File: src/rtl/serial_add_pkg.sv
// Shared definitions for the bit-serial adder host.
//   state_e   : host FSM states (2-bit encoding)
//   cnt_width : bit-counter width for a given operand width (never below 1)
package serial_add_pkg;

  typedef enum logic [1:0] {
    StIdle  = 2'd0,
    StClear = 2'd1,
    StShift = 2'd2,
    StDone  = 2'd3
  } state_e;

  function automatic int unsigned cnt_width(input int unsigned width);
    return (width > 1) ? $clog2(width) : 1;
  endfunction

endpackage

File: src/rtl/serial_shreg.sv
// Shift register of WIDTH elements, each LANES bits wide, shifting right by one element.
//   CLK, NRST : clock, asynchronous active-low reset
//   i_clr     : synchronous clear (highest priority)
//   i_load    : parallel load of i_data
//   i_shift   : shift right one element, i_ser enters at the MSB element
//   o_q       : register contents; element 0 (LSBs) is the next element out
module serial_shreg #(
  parameter int unsigned WIDTH = 8,
  parameter int unsigned LANES = 1
) (
  input  logic                   CLK,
  input  logic                   NRST,
  input  logic                   i_clr,
  input  logic                   i_load,
  input  logic [WIDTH*LANES-1:0] i_data,
  input  logic                   i_shift,
  input  logic [LANES-1:0]       i_ser,
  output logic [WIDTH*LANES-1:0] o_q
);

  logic [WIDTH*LANES-1:0] r_q;
  logic [WIDTH*LANES-1:0] w_shifted;

  generate
    if (WIDTH == 1) begin : g_single
      assign w_shifted = i_ser;
    end else begin : g_multi
      assign w_shifted = {i_ser, r_q[WIDTH*LANES-1:LANES]};
    end
  endgenerate

  always_ff @(posedge CLK or negedge NRST) begin
    if (!NRST) begin
      r_q <= '0;
    end else if (i_clr) begin
      r_q <= '0;
    end else if (i_load) begin
      r_q <= i_data;
    end else if (i_shift) begin
      r_q <= w_shifted;
    end
  end

  assign o_q = r_q;

endmodule

File: src/rtl/serial_add_host.sv
// Host-side driver for a bit-serial adder: takes parallel operands on a valid/ready request port,
// feeds them LSB-first into the adder, and returns the collected sum and final carry on a
// valid/ready response port.
//   CLK, NRST            : clock, asynchronous active-low reset
//   rst                  : synchronous abort back to idle (clears the adder carry)
//   req_*, op_*          : operand request handshake and operands
//   ser_*                : adder interface (rst/start/A/B/CIN out, S/COUT in)
//   rsp_*                : result handshake, sum and carry-out
module serial_add_host
  import serial_add_pkg::*;
#(
  parameter int unsigned WIDTH = 8
) (
  input  logic             CLK,
  input  logic             NRST,
  input  logic             rst,
  input  logic             req_valid,
  output logic             req_ready,
  input  logic [WIDTH-1:0] op_a,
  input  logic [WIDTH-1:0] op_b,
  input  logic             op_cin,
  output logic             ser_rst,
  output logic             ser_start,
  output logic             ser_a,
  output logic             ser_b,
  output logic             ser_cin,
  input  logic             ser_s,
  input  logic             ser_cout,
  output logic             rsp_valid,
  input  logic             rsp_ready,
  output logic [WIDTH-1:0] rsp_sum,
  output logic             rsp_cout
);

  localparam int unsigned     CntW    = cnt_width(WIDTH);
  localparam logic [CntW-1:0] LastCnt = CntW'(WIDTH - 1);

  state_e                 r_state;
  logic   [CntW-1:0]      r_cnt;
  logic                   r_cin;
  logic                   r_cout;
  logic                   r_ser_rst;

  logic                   w_accept;
  logic                   w_shift_en;
  logic [2*WIDTH-1:0]     w_op_pack;
  logic [2*WIDTH-1:0]     w_op_q;

  assign w_accept   = (r_state == StIdle) && req_valid && !rst;
  assign w_shift_en = (r_state == StShift) && !rst;

  // Interleave operands so each 2-bit element is {a[i], b[i]} and one shift presents both bits.
  always_comb begin
    w_op_pack = '0;
    for (int i = 0; i < int'(WIDTH); i++) begin
      w_op_pack[2*i+1] = op_a[i];
      w_op_pack[2*i]   = op_b[i];
    end
  end

  serial_shreg #(
    .WIDTH (WIDTH),
    .LANES (2)
  ) u_op_reg (
    .CLK     (CLK),
    .NRST    (NRST),
    .i_clr   (rst),
    .i_load  (w_accept),
    .i_data  (w_op_pack),
    .i_shift (w_shift_en),
    .i_ser   (2'b00),
    .o_q     (w_op_q)
  );

  // Sum bits arrive LSB-first at the MSB; after WIDTH shifts bit 0 has reached position 0.
  serial_shreg #(
    .WIDTH (WIDTH),
    .LANES (1)
  ) u_sum_reg (
    .CLK     (CLK),
    .NRST    (NRST),
    .i_clr   (rst || w_accept),
    .i_load  (1'b0),
    .i_data  ('0),
    .i_shift (w_shift_en),
    .i_ser   (ser_s),
    .o_q     (rsp_sum)
  );

  always_ff @(posedge CLK or negedge NRST) begin
    if (!NRST) begin
      r_state   <= StIdle;
      r_cnt     <= '0;
      r_cin     <= 1'b0;
      r_cout    <= 1'b0;
      r_ser_rst <= 1'b0;
    end else if (rst) begin
      r_state   <= StIdle;
      r_cnt     <= '0;
      r_cin     <= 1'b0;
      r_cout    <= 1'b0;
      r_ser_rst <= 1'b1;
    end else begin
      r_ser_rst <= 1'b0;
      unique case (r_state)
        StIdle: begin
          if (req_valid) begin
            r_cin     <= op_cin;
            r_cout    <= 1'b0;
            r_ser_rst <= 1'b1;
            r_state   <= StClear;
          end
        end
        StClear: begin
          r_cnt   <= '0;
          r_state <= StShift;
        end
        StShift: begin
          if (r_cnt == LastCnt) begin
            r_cout  <= ser_cout;
            r_cnt   <= '0;
            r_state <= StDone;
          end else begin
            r_cnt <= r_cnt + CntW'(1);
          end
        end
        StDone: begin
          if (rsp_ready) begin
            r_state <= StIdle;
          end
        end
        default: r_state <= StIdle;
      endcase
    end
  end

  assign req_ready = (r_state == StIdle);
  assign rsp_valid = (r_state == StDone);
  assign rsp_cout  = r_cout;
  assign ser_rst   = r_ser_rst;
  assign ser_start = (r_state == StShift) && (r_cnt == '0);
  assign ser_cin   = ser_start && r_cin;
  assign ser_a     = (r_state == StShift) && w_op_q[1];
  assign ser_b     = (r_state == StShift) && w_op_q[0];

endmodule

File: config.mk
export PLATFORM = sky130hd
export DESIGN_NAME = serial_add_host
export DESIGN_NICKNAME = d
export VERILOG_FILES = /design/src/rtl/serial_add_pkg.sv /design/src/rtl/serial_shreg.sv /design/src/rtl/serial_add_host.sv
export SDC_FILE = /design/constraint.sdc
export NUM_CORES = 1
export LEC_CHECK = 0
export CORE_ASPECT_RATIO = 0.7
export CORE_MARGIN = 10
export CORE_UTILIZATION = 50
export DETAILED_ROUTE_END_ITERATION = 10
export PLACE_DENSITY = 0.79
export SLEW_MARGIN = 10
export SYNTH_ARGS = -nofsm -noshare
export SYNTH_HDL_FRONTEND = slang
export SYNTH_HIERARCHICAL = 1
export SYNTH_SLANG_ARGS = --single-unit
File: constraint.sdc
create_clock -name CLK -period 2.3 [get_ports CLK]
set_input_delay 0.46 -clock CLK [delete_from_list [all_inputs] [get_ports CLK]]
set_output_delay 0.46 -clock CLK [all_outputs]
set_load 0.01 [all_outputs]
# After elaboration in Yosys (flattened, before gate mapping)
# Index checks and enable logic that the tools add are counted.
op_classes:
  addsub: 1
  n_mux: 23
  reduce_logical: 20
  n_eq_ne: 7
ops:
  columns: ["cell", "n"]
  rows:
  - ["$mux W16", 3]
  - ["$mux W8", 2]
  - ["$mux W1", 9]
  - ["$reduce_bool A3 Y1", 3]
  - ["$mux W2", 4]
  - ["$pmux W2 S4", 1]
  - ["$logic_and A1 B1 Y1", 7]
  - ["$mux W3", 2]
  - ["$ne A3 B3 Y1 const B", 2]
  - ["$pmux W3 S2", 1]
  - ["$reduce_and A3 Y1", 2]
  - ["$reduce_bool A2 Y1", 3]
  - ["$eq A2 B2 Y1 const B", 2]
  - ["$add A3 B1 Y3 const B", 1]
  - ["$eq A3 B3 Y1 const B", 1]
  - ["$logic_not A3 Y1", 1]
  - ["$ne A3 B2 Y1 const B", 1]
  - ["$eq A2 B1 Y1 const B", 1]
  - ["$logic_not A2 Y1", 1]
  - ["$pmux W1 S2", 1]
  - ["$reduce_and A2 Y1", 1]
  - ["$logic_not A1 Y1", 1]
  - ["$logic_or A1 B1 Y1", 1]
totals:
  word_cells: 58
  input_bits: 24
  register_bits: 32

# Longest topological paths before layout
depth:
  ltp_word: 5
  mapped_depth: 8
  mapped_depth_nobuf: 6

# Modules after synthesis
# The synthesis kept the hierarchy.
modules_own_cells:
  columns: ["mod", "seq_area_each_um2", "n_inst", "area_per_inst_um2", "cells_per_inst"]
  rows:
  - ["serial_shreg at u_op_reg", 400.4, 1, 885.8, 71]
  - ["serial_add_host", 200.2, 1, 534.3, 56]
  - ["serial_shreg at u_sum_reg", 200.2, 1, 409.1, 35]

# Worst setup path before layout
# OpenSTA, ideal clock, no wires.
synth_path:
  path_kind: "reg-to-reg"
  start: "register r_state[0]"
  end: "register u_op_reg.r_q[10], in the netlist u_op_reg/o_q[10]"
  n_path_buf: 3
  t_arrival_ns: 1.596
  path_slack_ns: 0.574
  required_ns: 2.170
  setup_time_ns: 0.130
  stages_incl_launch_ff: 9
  path_cell_list: "dfrtp_1 -> inv_1 -> ha_1 -> buf_6 -> nor2b_1 -> buf_6 -> buf_12 -> mux2i_1 -> a211oi_2"
synth_between:
  elab_cells_between_ends: 8
  cone_classes: "eq/ne (1); mux (2); reduce/logical (5)"
synth_rtl:
  columns: ["item", "line_no", "rtl"]
  rows:
  - ["from (decl)", "serial_add_host.sv:38", "state_e r_state;"]
  - ["from (signal assigned)", "serial_add_host.sv:92", "r_state <= StIdle;"]
  - ["from (signal assigned)", "serial_add_host.sv:98", "r_state <= StIdle;"]
  - ["from (signal assigned)", "serial_add_host.sv:111", "r_state <= StClear;"]
  - ["$eq A2 B2 Y1", "serial_add_host.sv:50", "assign w_shift_en = (r_state == StShift) && !rst;"]
  - ["$logic_and A1 B1 Y1", "serial_add_host.sv:50", null]
  - ["named net w_shift_en", "serial_add_host.sv:45", "logic w_shift_en;"]
  - ["$reduce_bool A3 Y1 (no line)", null, null]
  - ["to (signal assigned)", "serial_shreg.sv:38", "r_q <= i_data;"]
  - ["to (signal assigned)", "serial_shreg.sv:40", "r_q <= w_shifted;"]
  - ["to (decl)", "serial_shreg.sv:21", "logic [WIDTH*LANES-1:0] r_q;"]
# The timed path passes the listed nets, and every way through them passes these cells.
# A chain may end at the register's enable or synchronous reset.

# Final worst setup path
layout_path:
  start: "register r_state[0]"
  end: "output ser_cin"
layout_between:
  elab_chain_cells: 3
layout_rtl:
  columns: ["item", "line_no", "rtl"]
  rows:
  - ["$eq A2 B2 Y1", "serial_add_host.sv:141", "assign ser_start = (r_state == StShift) && (r_cnt == '0);"]
  - ["$logic_and A1 B1 Y1", "serial_add_host.sv:141", null]
  - ["$logic_and A1 B1 Y1", "serial_add_host.sv:142", "assign ser_cin = ser_start && r_cin;"]
  - ["to (decl)", "serial_add_host.sv:26", "output logic ser_cin,"]
# No other way between the ends.

==> summary.md <==
| Metric | Value |
|---|---|
| CP required | `1840 ps` |
| First-pass GRT wire length | `7521 um` |
| Die Wd | `92.30 um` |
| Avg WL per Cell | `16.39 um` |
| Rows | `18` |
| Htree depth | `2` |
| Worst R2R Path Depth | `7` |
| Endpoints failing setup | `0` |
| Fin nets | `254` |
| Clk slew on worst S/H paths | `70 ps` |
| Max-cap violation count | `0` |
| Setup crit start | `r_state[0]$_DFFE_PN0P_` |
| Grt ovf | `0` |
| Initial antenna violation count | `0` |
| Syn Inst Count | `162` |
| Gp weighted congestion | `0.8830` |
| Asr flop ratio synth | `100.0%` |
| DRT antenna net count | `0` |
| Antenna Cells | `0` |
| Root buffer cell | `clkbuf_8` |
| Clk_lat worst skew | `290 ps` |
| Final wirelength | `4490 um` |
| Skew final | `3.750 ps` |
| Worst setup endpoint | `ser_cin` |
| Gr usage total | `14.25%` |
| Synth top area cells | `dfrtp_1 (44%), mux2i_1 (14%), nor2b_1 (8.9%)` |
| Worst R2R Start | `r_state[0]$_DFFE_PN0P_` |
| Seq/Total Area, Yosys | `43.78%` |
| Core area | `3513 sq um` |
| Layout area overhead | `32.42%` |
| Clock Sinks | `32` |
| Die ar. | `6516 sq um` |
| Worst Max-Slew Pin Slew | `683.5 ps` |
| Initial Util | `52.07%` |
| Hold Crit Class | `reg2reg` |
| Largest net degree at the start of global routing | `33` |
| CP Class | `reg2out` |
| Die height | `70.61 um` |
| Max Fclk | `451.6 MHz` |
| CTS Buffer Depth | `2` |
| DR vias | `1418` |
| Vias in the first global route | `1534` |
| Post-Syn Area | `1829 sq um` |
| Fin. max-slew vios | `0` |
| Hold Vio Cnt, Final | `0` |
| Reg2reg setup slack | `430 ps` |
| Synth area leader | `dfrtp_1` |
| DR vias/cell | `5.175` |
| Power Density | `806.4 nW/um^2` |
| Post-synth EDFFs | `0` |
| Share of post-route cells with drive strength above 1 | `13.39%` |
| R2R Path End | `u_op_reg/o_q[14]$_DFFE_PN0P_` |
| Leak | `1.047 nW` |
| Peak supply drop | `0.5219 mV` |
| CP startpoint kind | `flip-flop` |
| Util after Layout | `68.95%` |
| Residual DRC | `0` |
| Cts hold-fix bufs | `0` |
| Share of the synthesized area in the top cell type | `43.78%` |
| Tcrit/Tclk final | `96.27%` |
| Netlist cell types | `29` |
| Drt initial violations | `59` |
| Outcome | `finished clean` |
| DRT Pass-1 Iters | `6` |
| Syn avg cell area | `11.29 sq um` |
| Worst EP arrival | `1750 ps` |
| Fin crit period | `2214 ps` |
| IO Count | `40` |
| Yosys warning count | `6` |
| RSZ-0062 raised after global routing | `no` |
| Num CTS Buffers | `5` |
| Worst rel slew slack | `54.39%` |
| TritonCTS clock tree | `yes` |
| Synth Flop Type | `dfrtp_1` |
| FILL cells | `279` |
| TNS Setup | `0 ps` |
| Seq cells post-synth | `32` |
| Setup crit end kind | `output pin` |
| Buffers on Ports | `39` |
| Crit-path max FO | `3` |
| DP HPWL | `3338 um` |
[cell usage in the layout (no fill, tap or decap), drive strengths merged, types with 2 or more instances in the layout]
master and n:
a211oi 24, nor3 2, ha 7, nor2 9, clkbuf 7, nor2b 27, dlymetal6s2s 2, and2 2
dfrtp 32, inv 8, clkdlybuf4s50 37, buf 7, conb 19, nand2 6, mux2i 26
[metrics by stage]
| step | total power [W] | cells | hold WS [ps] | instance area (sq um) | setup WS [ps] |
|---|---|---|---|---|---|
| after floorplan | 0.001242 | 180 | 164.4 | 1897 | 573.6 |
| after global placement | 0.001439 | 265 | 518.9 | 2316 | 309.1 |
| after detailed placement | 0.001484 | 265 | 525.1 | 2316 | 191.5 |
| after CTS | 0.001957 | 274 | 542.6 | 2417 | 30.32 |
| after global routing | 0.002073 | 274 | 581.7 | 2422 | 0.3563 |
| final | 0.001953 | 274 | 543.0 | 2422 | 85.83 |
[timing repair]
action / in CTS / in global routing
setup buffers: 1 / 0
hold endpoints to repair: 0 / 0
endpoints found under the setup margin: 2 / 2
gates resized for setup: 0 / 2
cloned: 0 / 0
[cells in the mapped netlist, types with 2 or more instances]
| cell | number |
|---|---|
| dfrtp_1 | 32 |
| mux2i_1 | 26 |
| nor2b_1 | 26 |
| a211oi_1 | 14 |
| a211oi_2 | 10 |
| nor2_1 | 9 |
| ha_1 | 7 |
| inv_1 | 7 |
| nand2_1 | 6 |
| buf_6 | 3 |
| and2_1 | 2 |
| buf_1 | 2 |
| clkbuf_1 | 2 |
[cell type report]
class | instances | area, sq um | share of cell area [%]
timing repair buffer | 46 | 447.9 | 18.49
clock inverter | 1 | 7.507 | 0.3099
inverter | 8 | 30.03 | 1.240
sequential | 32 | 800.8 | 33.06
multi-input combinational | 130 | 987.2 | 40.75
clock buffer | 7 | 86.33 | 3.564
tap | 50 | 62.56 | 2.583
[registers in the layout, indices dropped and copies added (netlist names)]
name / cells
r_state: 2
ser_rst: 1
u_op_reg/o_q: 16
r_cnt: 3
rsp_cout: 1
r_cin: 1
u_sum_reg/o_q: 8
[power breakdown]
group          switching (W)  internal (W)  total [W]
sequential         0.0000655      0.000661   0.000727
clock               0.000218      0.000243   0.000461
combinational       0.000384      0.000381   0.000765
[worst min-delay path by stage]
stage / startpoint / endpoint / depth (start not counted)
2_1_floorplan: NRST / r_cin$_DFFE_PN0P_ / 0
3_3_place_gp: r_cin$_DFFE_PN0P_ / r_cin$_DFFE_PN0P_ / 2
3_5_place_dp: r_cin$_DFFE_PN0P_ / r_cin$_DFFE_PN0P_ / 2
4_1_cts: r_cin$_DFFE_PN0P_ / r_cin$_DFFE_PN0P_ / 2
5_1_grt: r_cin$_DFFE_PN0P_ / r_cin$_DFFE_PN0P_ / 2
6_report: r_cin$_DFFE_PN0P_ / r_cin$_DFFE_PN0P_ / 2
[worst max-delay path, stage by stage, from the launching register on]
cell and delay (ps):
dfrtp_1 390, inv_1 120, ha_1 180, nand2_1 80, nor3_1 130, clkdlybuf4s50_1 560
[layer usage]
metal | track usage (%) | up-vias | share of wire (%)
met5 | 0 | - | 0
met4 | 4.096 | 0 | 1.4
met3 | 5.058 | 11 | 4.6
met2 | 25.23 | 29 | 53
met1 | 15.82 | 706 | 41
li1 | - | 672 | -
[cells by family after synthesis]
group                    count (synthesis)  share of synthesized area [%]
AO/OA/AOI/OAI                           29                          14.84
adder cells (fa/ha/maj)                  7                          4.788
buffers and inverters                   18                          6.088
flip-flops                              32                          43.78
multiplexers                            27                          15.05
other                                    1                         0.2050
AND/OR/NAND/NOR                         48                          15.25
Note: power is estimated with default switching activity, not from simulation.
